### src/rtl/pipe_arb.sv
// pipe_arb: arbitrates two requesters onto a 4-stage pipe, tracks issued ops
// in an in-order tag FIFO and routes each pipe result back to its requester.
// Optional feature: define PIPE_ARB_RR_EN for round-robin arbitration;
// without it r0 always has priority over r1.
module pipe_arb #(
  parameter int MAX_INFLIGHT = 4
) (
  input  logic       clk,
  input  logic       rst,
  input  logic       r0_vld,
  input  logic       r1_vld,
  output logic       r0_rdy,
  output logic       r1_rdy,
  input  logic [1:0] r0_data,
  input  logic [1:0] r1_data,
  input  logic       r0_action,
  input  logic       r1_action,
  output logic       p_in_vld,
  output logic [1:0] p_data,
  output logic       p_action,
  input  logic       p_out_vld,
  input  logic [1:0] p_out,
  output logic       rsp_vld,
  output logic       rsp_id,
  output logic [1:0] rsp_data,
  input  logic       drain,
  output logic       drain_done,
  output logic       err
);

  localparam logic [1:0] ST_RUN   = 2'd0;
  localparam logic [1:0] ST_DRAIN = 2'd1;
  localparam logic [1:0] ST_IDLE  = 2'd2;
  localparam logic [2:0] MAX_Q    = 3'(MAX_INFLIGHT);

  logic [1:0] state_q, state_d;
  logic [2:0] inflight_q, inflight_d;
  logic [1:0] wr_ptr_q, wr_ptr_d;
  logic [1:0] rd_ptr_q, rd_ptr_d;
  logic       err_q, err_d;
  logic       p_in_vld_q;
  logic [1:0] p_data_q;
  logic       p_action_q;
  logic       tag_q [4];

  logic open, gnt0, gnt1, accept, fifo_empty, pop;

  // Grant window: only while running, out of reset, and below the in-flight cap.
  // The cap uses the registered count, so a same-cycle return never re-opens it.
  assign open = rst && (state_q == ST_RUN) && (inflight_q < MAX_Q);

`ifdef PIPE_ARB_RR_EN
  // rr_q=1 means r1 currently holds priority; the last winner drops to lowest.
  logic rr_q;

  assign gnt0 = open && r0_vld && (!r1_vld || !rr_q);
  assign gnt1 = open && r1_vld && (!r0_vld || rr_q);

  // Every grant, contested or not, hands priority to the other requester.
  always_ff @(posedge clk or negedge rst) begin
    if (!rst) begin
      rr_q <= 1'b0;
    end else if (accept) begin
      rr_q <= !gnt1;
    end
  end
`else
  assign gnt0 = open && r0_vld;
  assign gnt1 = open && r1_vld && !r0_vld;
`endif

  assign accept = gnt0 || gnt1;
  assign r0_rdy = gnt0;
  assign r1_rdy = gnt1;

  // The tag FIFO and the in-flight counter move together, so an empty FIFO
  // is simply a zero count; a result arriving then is an orphan, not a pop.
  assign fifo_empty = (inflight_q == 3'd0);
  assign pop        = p_out_vld && !fifo_empty;

  assign rsp_vld    = p_out_vld;
  assign rsp_data   = p_out;
  assign rsp_id     = tag_q[rd_ptr_q];

  assign p_in_vld   = p_in_vld_q;
  assign p_data     = p_data_q;
  assign p_action   = p_action_q;
  assign err        = err_q;
  assign drain_done = (state_q == ST_IDLE);

  // Next-state for counter, FIFO pointers (wrap modulo 4) and sticky error.
  always_comb begin
    inflight_d = inflight_q;
    if (accept && !pop) begin
      inflight_d = inflight_q + 3'd1;
    end else if (!accept && pop) begin
      inflight_d = inflight_q - 3'd1;
    end
    wr_ptr_d = accept ? wr_ptr_q + 2'd1 : wr_ptr_q;
    rd_ptr_d = pop ? rd_ptr_q + 2'd1 : rd_ptr_q;
    err_d    = err_q || (p_out_vld && fifo_empty);
  end

  // Drain sequencing: stop granting, wait for the pipe to empty, then hold
  // in IDLE until drain is released.
  always_comb begin
    state_d = state_q;
    case (state_q)
      ST_RUN:   if (drain) state_d = ST_DRAIN;
      ST_DRAIN: if (inflight_d == 3'd0) state_d = ST_IDLE;
      ST_IDLE:  if (!drain) state_d = ST_RUN;
      default:  state_d = ST_RUN;
    endcase
  end

  // Control state and the pipe input register; payload holds between accepts.
  always_ff @(posedge clk or negedge rst) begin
    if (!rst) begin
      state_q    <= ST_RUN;
      inflight_q <= 3'd0;
      wr_ptr_q   <= 2'd0;
      rd_ptr_q   <= 2'd0;
      err_q      <= 1'b0;
      p_in_vld_q <= 1'b0;
      p_data_q   <= 2'd0;
      p_action_q <= 1'b0;
    end else begin
      state_q    <= state_d;
      inflight_q <= inflight_d;
      wr_ptr_q   <= wr_ptr_d;
      rd_ptr_q   <= rd_ptr_d;
      err_q      <= err_d;
      p_in_vld_q <= accept;
      if (accept) begin
        p_data_q   <= gnt1 ? r1_data : r0_data;
        p_action_q <= gnt1 ? r1_action : r0_action;
      end
    end
  end

  // Tag storage: entries are only meaningful between write and read pointers.
  always_ff @(posedge clk) begin
    if (accept) begin
      tag_q[wr_ptr_q] <= gnt1;
    end
  end

endmodule
### config.mk
export PLATFORM = sky130hd
export DESIGN_NAME = pipe_arb
export DESIGN_NICKNAME = d
export VERILOG_FILES = /design/src/rtl/pipe_arb.sv
export SDC_FILE = /design/constraint.sdc
export NUM_CORES = 1
export LEC_CHECK = 0
export BUFFER_PORTS_ARGS = -buffer_cell sky130_fd_sc_hd__buf_2
export CORE_MARGIN = 5
export CORE_UTILIZATION = 23
export CTS_CLUSTER_SIZE = 20
export DETAILED_ROUTE_END_ITERATION = 12
export GPL_TIMING_DRIVEN = 0
export PLACE_DENSITY = 0.42
export SYNTH_ARGS = -nofsm -noshare
export SYNTH_HDL_FRONTEND = slang
export SYNTH_SLANG_ARGS = --single-unit
### constraint.sdc
create_clock -name clk -period 5.3 [get_ports clk]
set_clock_uncertainty 0.1 [all_clocks]
set_input_delay 0.795 -clock clk [delete_from_list [all_inputs] [get_ports clk]]
set_output_delay 0.795 -clock clk [all_outputs]
set_load 0.03 [all_outputs]
-- Word level (Yosys, flattened, before mapping)
Memories as Yosys holds them, arrays and structs flattened.
Index checks and enable logic that the tools add are counted.
- output and inout port bits: 12
- memories: 1
- bits of input ports: 14
- logic and storage cells: 48
- RAM bits: 4
- register bits after elaboration: 14
- reduce and logical (&&, ||, !) cells: 19
- eq/ne operators: 5
- order comparisons: 1
- add/subtract/negate cells: 4
- multiplexer cells: 10
- memory list (memory ; depth ; bits a word ; read ports ; clocked after Yosys merged registers in ; write ports ; line ; source):
    tag_q ; 4 ; 1 ; 1 ; 0 ; 1 ; 44 ; logic tag_q [4];
- operator list (operator ; number):
    logical AND 1 bit ; 9
    two-way mux 2 bit ; 4
    logical NOT 3 bit ; 2
    two-way mux 3 bit ; 2
    != test 2 bit (second input constant) ; 3
    one-hot mux 2 bit (3 select lines) ; 1
    adder 2 x 1 -> 2 bit (second input constant) ; 2
    logical NOT 1 bit ; 4
    adder 3 x 1 -> 3 bit (second input constant) ; 1
    less-than comparator 3 bit (second input constant) ; 1
    two-way mux 1 bit ; 3
    AND reduction 3 bit ; 1
    subtractor 3 x 1 -> 3 bit (second input constant) ; 1
    == test 2 x 1 -> 1 bit (second input constant) ; 1
    == test 2 bit (second input constant) ; 1
    logical NOT 2 bit ; 1
    logical OR 1 bit ; 2

-- Depth between registers and ports, before layout
- depth in word-level cells: 13
- gate-level depth with buffers: 7
- depth with buffers taken out: 7

-- Worst setup path after synthesis
Ideal clock, no wire load.
- kind: input to output
- from: input rst
- to: output r1_rdy
- arrival time: 2226 ps
- path slack: 2179 ps
- required time: 4405 ps
- stages: 2
- cells stage by stage: or4b_4 -> nor3b_1
- cells in the longest elaborated chain, start to end: 4
- RTL lines (item ; line ; source):
    from (decl) ; 9 ; input logic rst,
    logical AND 1 bit (2 in series) ; 50 ; assign open = rst && (state_q == ST_RUN) && (inflight_q < MAX_Q);
    logical AND 1 bit (2 in series) ; 69 ; assign gnt1 = open && r1_vld && !r0_vld;
    to (decl) ; 13 ; output logic r1_rdy,
No other way between the ends.

-- Worst setup path in the final report
Ends and elaborated chain as after synthesis.

==> metrics.md <==
| Metric | Value |
|---|---|
| Detail Placement HPWL | 1489 µm |
| Overall via count from detail_route | 695 |
| Reg-to-Reg End | state_q[0] |
| Element type at the critical path start | input port |
| Remaining Overflow, GRT | 0 |
| Number of warning messages in the yosys log | 0 |
| Worst Max-Slew Pin Slew | a little under 0.5 ns |
| Met3 track utilization from global routing | 0.01187 |
| Pin count of the biggest net entering global routing | 17 |
| Fill cells | 453 |
| Clk slew on worst S/H paths | about 0.070 ns |
| Number of global-route vias before repair | 673 |
| Wirelength per Cell | 11.50 µm |
| Number of antenna diodes | 0 |
| Area of the core | 0.004294 mm² |
| Asr flop ratio synth | 0.7778 |
| Area share of the largest cell type after synthesis | 0.3509 |
| Crit path required time | 4.41 ns |
| Simple logic cell fraction of the synthesized area | 0.1880 |
| Cell area power density | between 400 and 500 mW/mm² |
| Final min period | 3.336 ns |
| Synthesis-stage register bit count | 18 |
| Critical-path maximum fanout | 16 |
| Routed via count divided by cell count | ~4.2 |
| Dominant cell type by area after synthesis | sky130_fd_sc_hd__dfrtp_1 |
| Met1 Track Usage GR | 0.09135 |
| Element type at the critical path end | output pin |
| Number of buffers added by the clock tree synthesis step | 3 |
| Clock latency of the later-clocked register in the worst-skew pair | roughly 0.25 ns |
| Most used routing layer | met2 |
| Result of the run | finished, final reports clean |
| Number of ports placed on the die boundary | 26 |
| Post-placement cell count | 163 |
| Wire length of the first global-routing pass | 3174 µm |
| Worst setup path class | in2out |
| Dominant cell type by count on the critical path | sky130_fd_sc_hd__buf_2 |
| Reg2Reg Depth | 5 |
| Hold crit path type | in2async |
| Number of antenna violations at the first check in global routing | 0 |
| Buffers on Ports | 23 |
| Overall fraction of global-route tracks in use | 0.07330 |
| Cell class contributing the biggest share of worst-path delay | simple AND/OR/NAND/NOR gates |
| Fraction of the yosys area taken by sequential cells | 0.4712 |
| Logic depth of the worst path, buffers included | 4 |
| Multiplexer fraction of the synthesized cell area | 0.02256 |
| Post-Route WL | just under 2000 µm |
| Biggest area contributors in the synthesized netlist | sky130_fd_sc_hd__dfrtp_1 35%, sky130_fd_sc_hd__edfxtp_1 12%, sky130_fd_sc_hd__ha_1 8.8%, sky130_fd_sc_hd__xnor2_1 5.3%, sky130_fd_sc_hd__and2_1 3.8% |
| Area of the die | 0.005759 mm² |
| Xor and xnor area share after synthesis | 0.05263 |
| Final setup viols | 0 |
| Total count of hold-check failures in the final report | 0 |
| Critical path's largest stage delay | 0.59 ns |
| Unrepaired setup endpoints after global routing | no |
| Crit path buffers/inverters | 2 |
| Data arrival, critical path | approximately 2.4 ns |
| Highest clock frequency the design can meet | 299.8 MHz |
| Routability congestion estimate from global placement | 0.7412 |
| Top_reg_cell synth | sky130_fd_sc_hd__dfrtp_1 |
| Clock Sink Count | 18 |
| Global routing met2 resource utilization | 0.1198 |
| Complex-gate fraction of the synthesized area | 0.1078 |
| CTS tree | built |
| Clock Tree Root | sky130_fd_sc_hd__clkbuf_8 |
| Worst slack at placement | approximately 1.9 ns |
| Max-cap violations | 0 |
| Detailed-router iteration count before antenna repair | 3 |
| Number of enable flip-flop cells after synthesis | 4 |
| Total number of H-tree levels | 1 |
| Hold Buf Count CTS | 0 |
| X dimension of the die | 75.89 µm |
| Post-synthesis net count | 109 |
| Drt initial violations | 40 |
| Net count reported at finish | 137 |
| Max-slew violation count | 0 |
| Synthesized instance count | 88 |
| Post-route fraction of the period consumed by the critical path | 0.6295 |
| Standard-cell rows | 24 |
| CP max stage cell | sky130_fd_sc_hd__or4b_4 |
| Final TNS setup | 0 ns |
| CTS-repair resized insts | 0 |
| Internal reg-to-reg setup slack | 3.19 ns |
| Worst Setup Slack, final | 1.964 ns |
| Adder-cell area share of the yosys netlist | 0.1078 |
| P_leak | 0.5395 nW |
| Share of layout cells above drive strength 1 | 0.2957 |
| Power after layout | 602.3 µW |
| Tightest slew margin relative to the limit | 0.6687 |
| Clock Path Buffers | 2 |
| Main combinational cell family by area after synthesis | simple AND/OR/NAND/NOR gates |
| Count of placed standard cells in the final layout, fillers left out | 167 |
| Area growth syn-to-layout | 22.56% |
| Number of nets with antenna violations after routing | 0 |
| Setup bufs post-CTS | 0 |
| Max rail drop VDD | 0.09405 mV |
| Combined area of all synthesized cells | around 1000 µm² |
| CP Cell Sequence | buf_2 -> or4b_4 -> nor3b_1 -> buf_2 |
| Synthesized area divided by synthesized cell count | approximately 11 µm² |
| Initial Utilization | 0.2325 |
| Launch instance of the worst register-to-register path | state_q[0] |
| Cell variety after synth | 30 |
| Chip height | 75.89 µm |
| Remaining DRCs | 0 |
sequential cells by signal, indices dropped and copies added, names as in the netlist:
signal and flops:
rd_ptr_q 2, inflight_q 3, p_data 2, tag_q 4, err 1, p_action 1
wr_ptr_q 2, state_q 2, p_in_vld 1
area by class of cell:
| type | instances | area (µm²) | share of cell area |
|---|---|---|---|
| multi-input cells | 60 | 478.0 | 0.3906 |
| well taps | 52 | 65.06 | 0.05317 |
| flip-flops and latches | 18 | 470.5 | 0.3845 |
| inverters | 6 | 22.52 | 0.01840 |
| clock inverters | 1 | 3.754 | 0.003067 |
| repair buffers | 23 | 115.1 | 0.09407 |
| clock buffers | 3 | 41.29 | 0.03374 |
| plain buffers | 4 | 27.53 | 0.02249 |
logic make-up after synthesis:
logic type	Yosys count
buffers and inverters	10
adders and majority gates	9
and+or+nand+nor	28
xor gates and xnor gates	6
muxes	1
DFF	18
AOI/OAI and AO/OA	16
how the worst max path moves through the flow:
stage / from / end
2_1_floorplan: rst / r1_rdy
3_3_place_gp: rst / r1_rdy
3_5_place_dp: rst / r1_rdy
4_1_cts: rst / r1_rdy
5_1_grt: rst / r1_rdy
6_report: rst / r1_rdy
synthesized netlist by cell type, drive strengths merged, types with 2 or more instances:
master  count
inv         6
a31oi       3
xnor2       6
ha          7
and2        6
nor4b       2
edfxtp      4
nor2        4
nor2b       5
a22oi       3
dfrtp      14
maj3        2
nand2       5
buf         4
o21ai       5
worst reg2reg max path, stage by stage, from the launching register on:
cell                       delay (ns)
sky130_fd_sc_hd__dfrtp_1         0.43
sky130_fd_sc_hd__or4b_4          0.61
sky130_fd_sc_hd__nor2_8          0.16
sky130_fd_sc_hd__xnor2_1         0.11
sky130_fd_sc_hd__a211o_1         0.30
sky130_fd_sc_hd__a311oi_1        0.29
metrics by stage:
stage	cell area, µm²	hold slack, ns	util
CTS	1224	0.3499	0.2850
detailed placement	1179	0.3829	0.2745
global route	1224	0.3719	0.2850
floorplan	998.5	0.3528	-
global placement	1179	0.3801	0.2745
finish	1224	0.3414	0.2850
placed cells by master, fill, tap and decap left out, drive strengths merged:
master  count
o21ai       5
maj3        2
edfxtp      4
nand3b      1
ha          7
o22ai       1
a211o       1
nor3        1
nor2b       5
nand3       1
clkinv      1
a31oi       3
dfrtp      14
or4b        1
nand2       5
and2        6
a32o        1
a22oi       3
buf        27
a311oi      1
nor3b       1
nand2b      1
inv         6
nor2        4
mux4        1
nor4b       2
clkbuf      3
xnor2       6
o21bai      1
power breakdown:
group	total [mW]	switching [mW]	internal, mW
Clock	0.0953	0.0439	0.0514
Combinational	0.268	0.150	0.118
Sequential	0.239	0.0468	0.192
Total	0.602	0.241	0.361
per-layer routing:
metal  share of wire  vias to the layer above  routed length, µm
li1                -                      359                  -
met1            0.46                      305                893
met2            0.43                       27                826
met3           0.091                        4                175
met4           0.014                        0                 26
met5               0                        -                  0
Note: power is estimated with default switching activity, not from simulation.
